## src/rtl/reg_writeback_arbiter_pkg.sv

```systemverilog
// Shared CPU constants and the register write-back entry type used by the
// write-back arbiter and its load-return FIFO.
package reg_writeback_arbiter_pkg;

  localparam int REG_ADDR_W = 4;
  localparam int DATA_W     = 16;
  localparam int REG_COUNT  = 16;

  typedef struct packed {
    logic [REG_ADDR_W-1:0] rd;
    logic [DATA_W-1:0]     data;
  } wb_entry_t;

endpackage

```

## src/rtl/reg_writeback_arbiter_if.sv

```systemverilog
// Bundle of the ALU, load-return and register-file write signals around the
// write-back arbiter; master is the CPU side, slave is the arbiter.
interface reg_writeback_arbiter_if
  import reg_writeback_arbiter_pkg::*;
#(
  parameter int DEPTH = 2
);

  localparam int CNT_W = $clog2(DEPTH + 1);

  logic                  AluWre;
  logic [REG_ADDR_W-1:0] AluRd;
  logic [DATA_W-1:0]     AluData;
  logic                  AluStall;
  logic                  LdIssue;
  logic [REG_ADDR_W-1:0] LdIssueRd;
  logic                  LdValid;
  logic                  LdReady;
  logic [REG_ADDR_W-1:0] LdRd;
  logic [DATA_W-1:0]     LdData;
  logic                  RegWre;
  logic [REG_ADDR_W-1:0] rd;
  logic [DATA_W-1:0]     WriteData;
  logic [REG_COUNT-1:0]  Busy;
  logic [CNT_W-1:0]      FifoCount;

  modport master (
    output AluWre, AluRd, AluData, LdIssue, LdIssueRd, LdValid, LdRd, LdData,
    input  AluStall, LdReady, RegWre, rd, WriteData, Busy, FifoCount
  );

  modport slave (
    input  AluWre, AluRd, AluData, LdIssue, LdIssueRd, LdValid, LdRd, LdData,
    output AluStall, LdReady, RegWre, rd, WriteData, Busy, FifoCount
  );

endinterface

```

## src/rtl/reg_writeback_arbiter_wb_load_fifo.sv

```systemverilog
// Circular buffer holding load returns until the arbiter grants them the
// register-file write port. Push into full / pop from empty are ignored.
module wb_load_fifo
  import reg_writeback_arbiter_pkg::*;
#(
  parameter int DEPTH = 2,
  localparam int CNT_W = $clog2(DEPTH + 1),
  localparam int PTR_W = (DEPTH > 1) ? $clog2(DEPTH) : 1
) (
  input  logic             CLK,
  input  logic             RST,
  input  logic             push,
  input  wb_entry_t        push_entry,
  input  logic             pop,
  output wb_entry_t        head,
  output logic [CNT_W-1:0] count,
  output logic             full,
  output logic             empty
);

  wb_entry_t        mem_q [DEPTH];
  logic [PTR_W-1:0] wr_ptr_q, wr_ptr_d;
  logic [PTR_W-1:0] rd_ptr_q, rd_ptr_d;
  logic [CNT_W-1:0] count_q, count_d;
  logic             do_push, do_pop;

  function automatic logic [PTR_W-1:0] ptr_next(input logic [PTR_W-1:0] p);
    return (p == PTR_W'(DEPTH - 1)) ? '0 : p + 1'b1;
  endfunction

  assign full    = (count_q == CNT_W'(DEPTH));
  assign empty   = (count_q == '0);
  assign do_push = push && !full;
  assign do_pop  = pop && !empty;
  assign head    = mem_q[rd_ptr_q];
  assign count   = count_q;

  // NOTE: every always_comb output gets a default first so no path can
  // leave it unassigned, which is what would infer a latch.
  always_comb begin
    wr_ptr_d = wr_ptr_q;
    rd_ptr_d = rd_ptr_q;
    count_d  = count_q;
    if (do_push) wr_ptr_d = ptr_next(wr_ptr_q);
    if (do_pop)  rd_ptr_d = ptr_next(rd_ptr_q);
    case ({do_push, do_pop})
      2'b10:   count_d = count_q + 1'b1;
      2'b01:   count_d = count_q - 1'b1;
      default: count_d = count_q;
    endcase
  end

  // NOTE: sequential state uses non-blocking assignments so every flop
  // samples pre-edge values regardless of block ordering.
  always_ff @(posedge CLK or posedge RST) begin
    if (RST) begin
      wr_ptr_q <= '0;
      rd_ptr_q <= '0;
      count_q  <= '0;
    end else begin
      wr_ptr_q <= wr_ptr_d;
      rd_ptr_q <= rd_ptr_d;
      count_q  <= count_d;
    end
  end

  // NOTE: storage is deliberately not reset; clearing the pointers and count
  // is enough to make stale contents unreachable.
  always_ff @(posedge CLK) begin
    if (do_push) mem_q[wr_ptr_q] <= push_entry;
  end

endmodule

```

## src/rtl/reg_writeback_arbiter.sv

```systemverilog
// Drives the register file's single write port from ALU results and buffered
// load returns, with starvation protection and a busy scoreboard for loads.
module reg_writeback_arbiter
  import reg_writeback_arbiter_pkg::*;
#(
  parameter int DEPTH      = 2,
  parameter int STARVE_MAX = 3
) (
  input  logic             CLK,
  input  logic             RST,
  reg_writeback_arbiter_if.slave wb
);

  localparam int CNT_W = $clog2(DEPTH + 1);
  localparam int SW    = (STARVE_MAX > 0) ? $clog2(STARVE_MAX + 1) : 1;

  wb_entry_t             head;
  logic [CNT_W-1:0]      fifo_count;
  logic                  fifo_full, fifo_empty;
  logic                  push, pop, force_pop, alu_win;

  logic [SW-1:0]         starve_q, starve_d;
  logic                  reg_wre_q, reg_wre_d;
  logic [REG_ADDR_W-1:0] rd_q, rd_d;
  logic [DATA_W-1:0]     write_data_q, write_data_d;
  logic [REG_COUNT-1:0]  busy_q, busy_d;

  // r0 returns complete the handshake but never occupy a slot.
  assign push = wb.LdValid && !fifo_full && (wb.LdRd != '0);

  wb_load_fifo #(.DEPTH(DEPTH)) u_fifo (
    .CLK        (CLK),
    .RST        (RST),
    .push       (push),
    .push_entry ('{rd: wb.LdRd, data: wb.LdData}),
    .pop        (pop),
    .head       (head),
    .count      (fifo_count),
    .full       (fifo_full),
    .empty      (fifo_empty)
  );

  assign force_pop = !fifo_empty && (starve_q == SW'(STARVE_MAX));
  assign alu_win   = !force_pop && wb.AluWre && (wb.AluRd != '0);
  assign pop       = !fifo_empty && !alu_win;

  assign wb.AluStall  = force_pop && wb.AluWre;
  assign wb.LdReady   = !fifo_full;
  assign wb.RegWre    = reg_wre_q;
  assign wb.rd        = rd_q;
  assign wb.WriteData = write_data_q;
  assign wb.Busy      = busy_q;
  assign wb.FifoCount = fifo_count;

  always_comb begin
    reg_wre_d    = alu_win || pop;
    rd_d         = rd_q;
    write_data_d = write_data_q;
    if (alu_win) begin
      rd_d         = wb.AluRd;
      write_data_d = wb.AluData;
    end else if (pop) begin
      rd_d         = head.rd;
      write_data_d = head.data;
    end

    // Only an ALU win over a waiting FIFO counts as starvation.
    if (fifo_empty || pop)                 starve_d = '0;
    else if (starve_q != SW'(STARVE_MAX))  starve_d = starve_q + 1'b1;
    else                                   starve_d = starve_q;

    // Clear before set so a same-cycle reissue of the register stays busy.
    busy_d = busy_q;
    if (pop) busy_d[head.rd] = 1'b0;
    if (wb.LdIssue && (wb.LdIssueRd != '0)) busy_d[wb.LdIssueRd] = 1'b1;
    busy_d[0] = 1'b0;
  end

  always_ff @(posedge CLK or posedge RST) begin
    if (RST) begin
      starve_q     <= '0;
      reg_wre_q    <= 1'b0;
      rd_q         <= '0;
      write_data_q <= '0;
      busy_q       <= '0;
    end else begin
      starve_q     <= starve_d;
      reg_wre_q    <= reg_wre_d;
      rd_q         <= rd_d;
      write_data_q <= write_data_d;
      busy_q       <= busy_d;
    end
  end

endmodule

```

## src/flat_wrapper.sv

```systemverilog
// flat-port wrapper written by rule: the top's interface ports become plain ports
module reg_writeback_arbiter_flat import reg_writeback_arbiter_pkg::*;
#(
  parameter int DEPTH      = 2,
  parameter int STARVE_MAX = 3
)
  (CLK, RST, wb_AluWre, wb_AluRd, wb_AluData, wb_LdIssue, wb_LdIssueRd, wb_LdValid, wb_LdRd, wb_LdData, wb_AluStall, wb_LdReady, wb_RegWre, wb_rd, wb_WriteData, wb_Busy, wb_FifoCount);
  reg_writeback_arbiter_if #(.DEPTH(DEPTH)) wb_i ();
  input  logic CLK;
  input  logic RST;
  input wire logic [$bits(wb_i.AluWre)-1:0] wb_AluWre;
  input wire logic [$bits(wb_i.AluRd)-1:0] wb_AluRd;
  input wire logic [$bits(wb_i.AluData)-1:0] wb_AluData;
  input wire logic [$bits(wb_i.LdIssue)-1:0] wb_LdIssue;
  input wire logic [$bits(wb_i.LdIssueRd)-1:0] wb_LdIssueRd;
  input wire logic [$bits(wb_i.LdValid)-1:0] wb_LdValid;
  input wire logic [$bits(wb_i.LdRd)-1:0] wb_LdRd;
  input wire logic [$bits(wb_i.LdData)-1:0] wb_LdData;
  output wire logic [$bits(wb_i.AluStall)-1:0] wb_AluStall;
  output wire logic [$bits(wb_i.LdReady)-1:0] wb_LdReady;
  output wire logic [$bits(wb_i.RegWre)-1:0] wb_RegWre;
  output wire logic [$bits(wb_i.rd)-1:0] wb_rd;
  output wire logic [$bits(wb_i.WriteData)-1:0] wb_WriteData;
  output wire logic [$bits(wb_i.Busy)-1:0] wb_Busy;
  output wire logic [$bits(wb_i.FifoCount)-1:0] wb_FifoCount;
  assign wb_i.AluWre = wb_AluWre;
  assign wb_i.AluRd = wb_AluRd;
  assign wb_i.AluData = wb_AluData;
  assign wb_i.LdIssue = wb_LdIssue;
  assign wb_i.LdIssueRd = wb_LdIssueRd;
  assign wb_i.LdValid = wb_LdValid;
  assign wb_i.LdRd = wb_LdRd;
  assign wb_i.LdData = wb_LdData;
  assign wb_AluStall = wb_i.AluStall;
  assign wb_LdReady = wb_i.LdReady;
  assign wb_RegWre = wb_i.RegWre;
  assign wb_rd = wb_i.rd;
  assign wb_WriteData = wb_i.WriteData;
  assign wb_Busy = wb_i.Busy;
  assign wb_FifoCount = wb_i.FifoCount;
  reg_writeback_arbiter #(.DEPTH(DEPTH), .STARVE_MAX(STARVE_MAX)) u_core (.CLK(CLK), .RST(RST), .wb(wb_i));
endmodule
```

## config.mk

```make
export PLATFORM = sky130hd
export DESIGN_NAME = reg_writeback_arbiter_flat
export DESIGN_NICKNAME = d
export VERILOG_FILES = /design/src/rtl/reg_writeback_arbiter_pkg.sv /design/src/rtl/reg_writeback_arbiter_if.sv /design/src/rtl/reg_writeback_arbiter_wb_load_fifo.sv /design/src/rtl/reg_writeback_arbiter.sv /design/src/flat_wrapper.sv
export SDC_FILE = /design/constraint.sdc
export NUM_CORES = 1
export LEC_CHECK = 0
export BUFFER_PORTS_ARGS = -buffer_cell sky130_fd_sc_hd__buf_2
export CORE_MARGIN = 2
export CORE_UTILIZATION = 25
export CTS_BUF_LIST = sky130_fd_sc_hd__clkbuf_8
export DETAILED_ROUTE_END_ITERATION = 16
export PLACE_DENSITY_LB_ADDON = 0.12
export SYNTH_ARGS = -nofsm -noshare
export SYNTH_HDL_FRONTEND = slang
export SYNTH_SLANG_ARGS = --single-unit
```

## constraint.sdc

```tcl
create_clock -name CLK -period 2.6 [get_ports CLK]
set_input_delay 0.52 -clock CLK [delete_from_list [all_inputs] [get_ports CLK]]
set_output_delay 0.52 -clock CLK [all_outputs]
set_load 0.01 [all_outputs]
```

Yosys cells after proc, flatten, opt, wreduce, memory -nomap -nowiden
Memories as Yosys holds them, arrays and structs flattened. Cells that the tools add are included.

Word-level logic and storage cells: 68. Bits in writable memories: 40. Memories: 1. Input bits: 49. Register bits: 42.

Bitwise gates (word level): 3. Multiplexer cells: 17. Reduce and logical (&&, ||, !) cells: 25. Magnitude comparators: 4. $add $sub $neg: 5. Equal/unequal tests: 5.

Memory list: u_core.u_fifo.mem_q (words 2, bits a word 20, rd ports 1, clocked after memory_dff 0, write ports 1, RTL line reg_writeback_arbiter_wb_load_fifo.sv:21) `wb_entry_t mem_q [DEPTH];`.

Operator list (number): 2-to-1 mux 16 bit (4); bitwise AND 16 bit (1); NOT 16 bit (1); bitwise OR 16 bit (1); logical AND 1 bit (12); nonzero test 4 bit (3); < comparator 4 x 5 -> 1 bit, second input constant (2); demux 1 bit (select 4 bit) (2); greater-or-equal comparator 4 x 1 -> 1 bit, second input constant (2); 2-to-1 mux 4 bit (2); equality test 2 bit, second input constant (3); 2-to-1 mux 1 bit (6); nonzero test 2 bit (3); adder 2 x 1 -> 2 bit, second input constant (2); logical NOT 1 bit (4); 2-to-1 mux 2 bit (2); one-hot mux 2 bit (2 select lines) (1); adder 1 bit, second input constant (2); equality test 2 x 1 -> 1 bit, second input constant (1); logical NOT 2 bit (1); logical OR 1 bit (2); inequality test 2 bit, second input constant (1); subtractor 2 x 1 -> 2 bit, second input constant (1).

Longest topological paths before layout
Gate-level depths: netlist of run 1.

Depth after elaboration: 11. Gate-level depth with buffers: 8. Mapped depth without buffers: 7.

Modules after synthesis
A second synthesis of run 1 with hierarchy kept.

Cells, all modules: 272. Area total of the unflattened synthesis: 3657.3 µm².

Modules (own cells, without submodules): reg_writeback_arbiter (instances 1, cells an instance 191, area an instance 2015.7 µm², sequential area each 950.9 µm²); wb_load_fifo (instances 1, cells an instance 81, area an instance 1641.6 µm², sequential area each 1301.2 µm²).

Least setup slack after synthesis of run 1
OpenSTA, ideal clock, no wires.

Kind: register -> register. Start point: register u_core.u_fifo.count_q[0], in the netlist u_core.u_fifo.count[0]. End point: memory u_core.u_fifo.mem_q[1][0] in the netlist's numbering, enable pin. Stages on the path, launching flop included: 4. Path slack: 511 ps. Data required time: 2203 ps. Arrival time: 1692 ps. Cells stage by stage: dfrtp_1 -> nand2b_1 -> nand3_1 -> nor2_1.

Word-level cells in the longest chain between the ends: 7.

Ends and longest elaborated chain: from (decl) (RTL line reg_writeback_arbiter_wb_load_fifo.sv:24) `logic [CNT_W-1:0] count_q, count_d;`; from (signal assigned) (RTL line reg_writeback_arbiter_wb_load_fifo.sv:63) `count_q <= count_d;`; equality test 2 bit (*) (RTL line reg_writeback_arbiter_wb_load_fifo.sv:31) `assign full = (count_q == CNT_W'(DEPTH));`; logical NOT 1 bit (*); net wb_LdReady (RTL line flat_wrapper.sv:20) `output wire logic [$bits(wb_i.LdReady)-1:0] wb_LdReady;`; logical AND 1 bit (2 in series) (RTL line reg_writeback_arbiter.sv:29) `assign push = wb.LdValid && !fifo_full && (wb.LdRd != '0);`; logical AND 1 bit (*) (RTL line reg_writeback_arbiter_wb_load_fifo.sv:33) `assign do_push = push && !full;`; 2-to-1 mux 1 bit (*) (RTL line reg_writeback_arbiter_wb_load_fifo.sv:70) `if (do_push) mem_q[wr_ptr_q] <= push_entry;`; 2-to-1 mux 1 bit (implied by the code) (*) (RTL line reg_writeback_arbiter_wb_load_fifo.sv:70); to (decl) (RTL line reg_writeback_arbiter_wb_load_fifo.sv:21).

The timed path passes the listed nets; every way through them passes the cells marked *.

Final worst setup path of run 1
Start point: register u_core.u_fifo.count_q[1], in the netlist u_core.u_fifo.count[1]. End point: output port wb_AluStall.

Word-level cells in the longest chain between the ends: 4.

Ends and longest elaborated chain: logical NOT 2 bit (RTL line reg_writeback_arbiter_wb_load_fifo.sv:32) `assign empty = (count_q == '0);`; logical NOT 1 bit (RTL line reg_writeback_arbiter.sv:43) `assign force_pop = !fifo_empty && (starve_q == SW'(STARVE_MAX));`; logical AND 1 bit (RTL line reg_writeback_arbiter.sv:43); logical AND 1 bit (RTL line reg_writeback_arbiter.sv:47) `assign wb.AluStall = force_pop && wb.AluWre;`; to (decl) (RTL line flat_wrapper.sv:19) `output wire logic [$bits(wb_i.AluStall)-1:0] wb_AluStall;`.

No other way between the ends.

==> flow_metrics.env, run 1 <==
export IMPL_grt_max_degree=27
export IMPL_cts_root_buf="clkbuf_8"
export IMPL_cts_resized=0
export IMPL_cts_max_path_buffers=2
export IMPL_insertedDiodeCount=0
export IMPL_die_height_um=125
export IMPL_n_fill_cell=1492
export IMPL_power_density_mw_per_mm2=1110
export IMPL_setup_ws_ns=0.307
export IMPL_holdWs_ns=0.120
export IMPL_coreArea_sq_mm=0.0144
export IMPL_syn_cell_area_sq_mm=0.00364
export IMPL_port_buffers=88
export IMPL_antenna_found_initial=0
export IMPL_hpwl_um=7300
export IMPL_syn_area_per_cell_sq_um=11.5
export IMPL_place_inst=580
export IMPL_place_congestion=0.731
export IMPL_start_util=0.253
export IMPL_num_vias=2862
export IMPL_worstSkewPairLatency_ns=0.38
export IMPL_cp_depth=3
export IMPL_post_route_period_util=0.882
export IMPL_cpMaxStageDelayCell="or2_2"
export IMPL_setup_viol=0
export IMPL_hold_path_class="in2async"
export IMPL_ys_flop_type="dfrtp_1"
export IMPL_routedWlPerCell_um=17.5
export IMPL_top_level_ports=90
export IMPL_fin_skew_ns=0.0163
export IMPL_relSlewSlack=0.359
export IMPL_rows=44
export IMPL_slew_viol_final=0
export IMPL_cp_arrival_ns=1.77
export IMPL_firstDrtPassIters=4
export IMPL_period_minus_slack_ns=2.29
export IMPL_stdcell_count=596
export IMPL_antenna_left=0
export IMPL_h_tree_depth=3
export IMPL_critPathLaunchType="flop"
export IMPL_worstPathMaxFanout=20
export IMPL_critical_path_top_delay_family="simple AND/OR/NAND/NOR gates"
export IMPL_syn_num_nets=366
export IMPL_fin_nets=458
export IMPL_p_leak_uw=0.00186
export IMPL_final_common_cell="buf_2"
export IMPL_grt_pass1_vias=2891
export IMPL_fmax_ghz=0.436
export IMPL_grt_ovfl_total=0
export IMPL_die_area_sq_mm=0.0155
export IMPL_final_cell_mix="88 x buf_2, 41 x dfrtp_1, 40 x edfxtp_1"
export IMPL_rr_worst_depth=4
export IMPL_die_w_um=125
export IMPL_route_detailed_drc=0
export IMPL_crit_path_end_kind="output port"
export IMPL_path_clk_slew_ns=0.10
export IMPL_ys_types=41
export IMPL_path_cells="or2_2 > and3_1 > buf_2"
export IMPL_cap_violations=0
export IMPL_outcome="completed"
export IMPL_ys_seq_area_frac=0.619
export IMPL_post_cts_buffers=0
export IMPL_synthCells=315
export IMPL_synth_edff_count=40
export IMPL_wirelength_um=10500
export IMPL_worstSetupPathType="reg2out"
export IMPL_required_ns=2.08
export IMPL_rsz0062_at_grt="false"
export IMPL_max_stage_delay_ns=0.52
export IMPL_hold_buffers=0
export IMPL_tns_ns=0
export IMPL_ys_ff_latch=82
export IMPL_dp_slack_ns=0.555
export IMPL_drive_gt1_frac=0.303
export IMPL_drt_iter0_markers=204
export IMPL_clock_sinks=82
export IMPL_yosysWarnings=0
export IMPL_syn_to_final_growth_pct=24.4
export IMPL_async_reset_ff_frac=0.512
export IMPL_track_usage=0.140
export IMPL_cts_made_buffers=9
export IMPL_worst_pin_slew_ns=0.961
export IMPL_finalHoldViolCount=0
export IMPL_worst_path_buf_inv=1
export IMPL_ir_drop_mv=0.370
export IMPL_vias_per_cell=4.80
export IMPL_cts_tree="built"
export IMPL_grt_pass1_wl_um=16600
-- routing by layer --
| metal | wire length, um | up-vias | track usage |
|---|---|---|---|
| met5 | 0 | - | 0 |
| met3 | 650 | 8 | 0.0546 |
| met1 | 4770 | 1392 | 0.179 |
| met2 | 4920 | 97 | 0.221 |
| met4 | 115 | 0 | 0.0377 |
| li1 | - | 1365 | - |
-- flip-flops by register name, indices dropped and copies added (netlist names) --
name and flops:
u_core.u_fifo.wr_ptr_q 1, u_core.wb.rd 4, u_core.wb.WriteData 16, u_core.starve_q 2, u_core.u_fifo.count 2, u_core.u_fifo.rd_ptr_q 1, u_core.wb.RegWre 1, u_core.u_fifo.mem_q 40
u_core.wb.Busy 15
-- cell usage after synthesis (all sizes together), types with 3 or more instances --
library cell	count	area [sq um]
dfrtp	42	1050
edfxtp	40	1200
nand2	28	105
o22ai	21	131
nor3	20	100
a21oi	19	95.1
a31oi	19	119
mux2i	18	180
o21ai	16	80.1
nor2	15	58.8
clkbuf	12	45.0
buf	9	45.1
nand3	7	35.0
nor3b	6	45.0
and3	5	32.5
and3b	4	35.0
nand2b	3	18.8
xnor2	3	26.3
-- kinds of logic (layout without fill, tap and decap cells) --
| family | after synthesis | in the layout | synth area share |
|---|---|---|---|
| fa+ha+maj | 2 | 2 | 0.00688 |
| flops | 82 | 82 | 0.619 |
| other cells | 1 | 1 | 0.00103 |
| simple gates | 100 | 100 | 0.140 |
| buf+inv | 23 | 120 | 0.0268 |
| xor+xnor | 5 | 5 | 0.0120 |
| mux | 18 | 18 | 0.0496 |
| compound gates | 84 | 84 | 0.144 |
-- worst register-to-register path, cell delays in order (launching register included) --
cell and delay, ns:
dfrtp_1 0.47, or2_2 0.46, nand4_1 0.24, or3_1 0.43
a22o_1 0.19
-- worst paths after layout --
kind | start | endpoint | slack [ns]
setup / recovery | u_core.u_fifo.count[1] | wb_AluStall | 0.31
hold / removal | RST | u_core.wb.WriteData[2] | 0.12
setup reg to reg | u_core.u_fifo.count[1] | u_core.wb.Busy[8] | 0.70
hold reg to reg | u_core.starve_q[0] | u_core.starve_q[0] | 0.45
max in group asynchronous | RST | u_core.wb.Busy[6] | 1.90
min in group CLK | wb_LdData[11] | u_core.u_fifo.mem_q[0][11] | 0.32
-- layout make-up --
cell class / instances / area (sq um) / area share
repair buffers: 102 / 546 / 0.121
multi-input cells: 210 / 1290 / 0.285
inverters: 2 / 7.51 / 0.00166
flip-flops and latches: 82 / 2250 / 0.498
well taps: 184 / 230 / 0.0509
clock inverters: 7 / 71.3 / 0.0158
clock buffers: 9 / 124 / 0.0274
-- power by group --
group | leakage [uW] | internal, uW | switching [uW]
sequential | 0.000852 | 1820 | 231
clock | 0.000102 | 444 | 502
combinational | 0.000901 | 796 | 1220
-- per-stage QoR --
step | cell area (sq um) | total power [uW] | utilization
finish | 4520 | 5010 | 0.315
global route | 4520 | 5380 | 0.315
CTS | 4520 | 5090 | 0.315
detailed placement | 4330 | 4120 | 0.301
global placement | 4330 | 4110 | 0.301
floorplan | 3640 | 3320 | -
No activity file was read; power rests on OpenSTA's default activity.
==> run 2: changes to the inputs <==
--- a/config.mk
+++ b/config.mk
@@ -7,10 +7,11 @@
 export LEC_CHECK = 0
 export BUFFER_PORTS_ARGS = -buffer_cell sky130_fd_sc_hd__buf_2
 export CORE_MARGIN = 2
-export CORE_UTILIZATION = 25
+export CORE_UTILIZATION = 40
 export CTS_BUF_LIST = sky130_fd_sc_hd__clkbuf_8
 export DETAILED_ROUTE_END_ITERATION = 16
 export PLACE_DENSITY_LB_ADDON = 0.12
+export SETUP_SLACK_MARGIN = 0.1
 export SYNTH_ARGS = -nofsm -noshare
 export SYNTH_HDL_FRONTEND = slang
 export SYNTH_SLANG_ARGS = --single-unit
==> run 2 against run 1 <==
Against the previous run:
- worst hold slack improved by 0.012 ns
- sequential share of layout area increased by 1.1 points
- worst setup slack improved by 0.0078 ns
- die area decreased by 36%
- critical endpoint unchanged
- core utilization increased by 19 points
- combinational power decreased by 3%
- final area decreased by 2.2%
- fmax increased by 0.34%
- sequential power about the same
- first-iteration DRC count decreased by 57%
- largest power group unchanged
==> flow_metrics.env, run 2 (synthesis results as in run 1) <==
export IMPL_hold_buffers=0
export IMPL_clock_sinks=82
export IMPL_slew_viol_final=0
export IMPL_r2r_setup_slack_ns=0.47
export IMPL_reg2reg_to="u_core.wb.WriteData[2]"
export IMPL_ir_drop_mv=0.473
export IMPL_p_sw_frac=0.374
export IMPL_worstPathMaxFanout=19
export IMPL_largest_register_ffs=40
export IMPL_path_cells="or2_2 > and3_1 > buf_2"
export IMPL_tns_ns=0
export IMPL_cts_max_path_buffers=2
export IMPL_rows=34
export IMPL_hold_path_class="in2async"
export IMPL_final_cell_mix="88 x buf_2, 42 x dfrtp_1, 40 x edfxtp_1"
export IMPL_power_density_mw_per_mm2=1120
export IMPL_worstSetupPathType="reg2out"
export IMPL_p_leak_uw=0.00186
export IMPL_place_inst=503
export IMPL_rsz0062_at_grt="false"
export IMPL_cts_made_buffers=9
export IMPL_relSlewSlack=0.400
export IMPL_route_detailed_drc=0
export IMPL_cap_violations=0
export IMPL_period_minus_slack_ns=2.28
export IMPL_num_vias=2865
export IMPL_post_cts_buffers=0
export IMPL_syn_to_final_growth_pct=21.6
export IMPL_drive_gt1_frac=0.297
export IMPL_routedWlPerCell_um=17.9
export IMPL_setup_viol=0
export IMPL_grt_pass1_wl_um=14600
export IMPL_finalHoldViolCount=0
export IMPL_worstSkewPairLatency_ns=0.35
export IMPL_seqPwrFrac=0.420
export IMPL_hpwl_um=6640
export IMPL_stdcell_count=519
export IMPL_required_ns=2.08
export IMPL_cpMaxStageDelayCell="or2_2"
export IMPL_post_route_util=0.505
export IMPL_startpoint="u_core.u_fifo.count[1]"
export IMPL_p_sw_uw=1850
export IMPL_crit_path_end_kind="output port"
export IMPL_vias_per_cell=5.52
export IMPL_cts_resized=0
export IMPL_cts_root_buf="clkbuf_8"
export IMPL_fmax_ghz=0.438
export IMPL_wirelength_um=9300
export IMPL_start_util=0.415
export IMPL_top_level_ports=90
export IMPL_post_route_period_util=0.879
export IMPL_top_register="u_core.u_fifo.mem_q"
export IMPL_die_w_um=99.3
export IMPL_grt_ovfl_total=0
export IMPL_fin_skew_ns=0.0101
export IMPL_antenna_left=0
export IMPL_cp_arrival_ns=1.76
export IMPL_die_height_um=99.3
export IMPL_track_usage=0.193
export IMPL_worst_pin_slew_ns=0.899
export IMPL_r2r_start="u_core.u_fifo.count[1]"
export IMPL_crit_end="wb_AluStall"
export IMPL_place_congestion=0.773
export IMPL_coreArea_sq_mm=0.00876
export IMPL_die_area_sq_mm=0.00987
export IMPL_grt_max_degree=26
export IMPL_comb_power_share=0.395
export IMPL_h_tree_depth=3
export IMPL_rr_worst_depth=5
export IMPL_clockPowerShare=0.186
export IMPL_insertedDiodeCount=0
export IMPL_antenna_found_initial=0
export IMPL_critPathLaunchType="flop"
export IMPL_holdWs_ns=0.132
export IMPL_max_stage_delay_ns=0.52
export IMPL_n_fill_cell=819
export IMPL_path_clk_slew_ns=0.08
export IMPL_port_buffers=88
export IMPL_grt_pass1_vias=2870
export IMPL_firstDrtPassIters=4
export IMPL_final_common_cell="buf_2"
export IMPL_drt_iter0_markers=88
export IMPL_cts_tree="built"
export IMPL_outcome="completed"
export IMPL_fin_nets=457
export IMPL_p_int_uw=3090
-- run 2: cell types whose count changed in the layout (fill, tap and decap cells not counted), sizes merged --
cell,change
buf,-1
clkbuf,+2
clkinvlp,-1
inv,-1
-- run 2: worst min path at each step --
| stage | to | slack [ns] | cells past startpoint |
|---|---|---|---|
| finish | u_core.wb.WriteData[1] | 0.13 | 2 |
| detailed placement | u_core.starve_q[0] | 0.44 | 1 |
| global route | u_core.wb.WriteData[1] | 0.15 | 2 |
| global placement | u_core.starve_q[0] | 0.43 | 1 |
| floorplan | u_core.starve_q[0] | 0.42 | 1 |
| CTS | u_core.wb.WriteData[1] | 0.14 | 2 |
-- run 2: power groups by stage --
| stage | Sequential, uW | Clock, uW | Combinational, uW |
|---|---|---|---|
| 3_3_place_gp | 2090 | 0 | 1920 |
| 2_1_floorplan | 2150 | 0 | 1160 |
| 6_report | 2070 | 917 | 1950 |
| 5_1_grt | 2130 | 999 | 2150 |
| 4_1_cts | 2080 | 946 | 1960 |
| 3_5_place_dp | 2100 | 0 | 1960 |
-- run 2: layout make-up --
class                           count  area [sq um]  area share
Inverter                            2          7.51     0.00170
Tap cell                          108           135      0.0306
Clock buffer                       11           151      0.0342
Multi-Input combinational cell    210          1290       0.292
Clock inverter                      5          46.3      0.0105
Sequential cell                    82          2250       0.509
Timing Repair Buffer              101           538       0.122
-- run 2: worst max-delay path: cells and delay by family (launching register included) --
kind	cells	cell delay, ns
buffers and inverters	1	0.14
flip-flops	1	0.50
AND/OR/NAND/NOR	2	0.78
-- run 2: per-stage QoR --
stage               setup WS [ns]  total power (uW)  instance area [sq um]
floorplan                   0.511              3320                   3640
global placement            0.576              4010                   4220
detailed placement          0.529              4060                   4220
CTS                         0.310              4980                   4420
global route                0.245              5280                   4420
finish                      0.315              4940                   4420
-- run 2: routing by layer --
layer	global-route usage	vias up	wire [um]
met5	0	-	0
met4	0.0632	0	210
met3	0.0604	16	655
met2	0.313	111	4330
met1	0.248	1375	4100
li1	-	1363	-
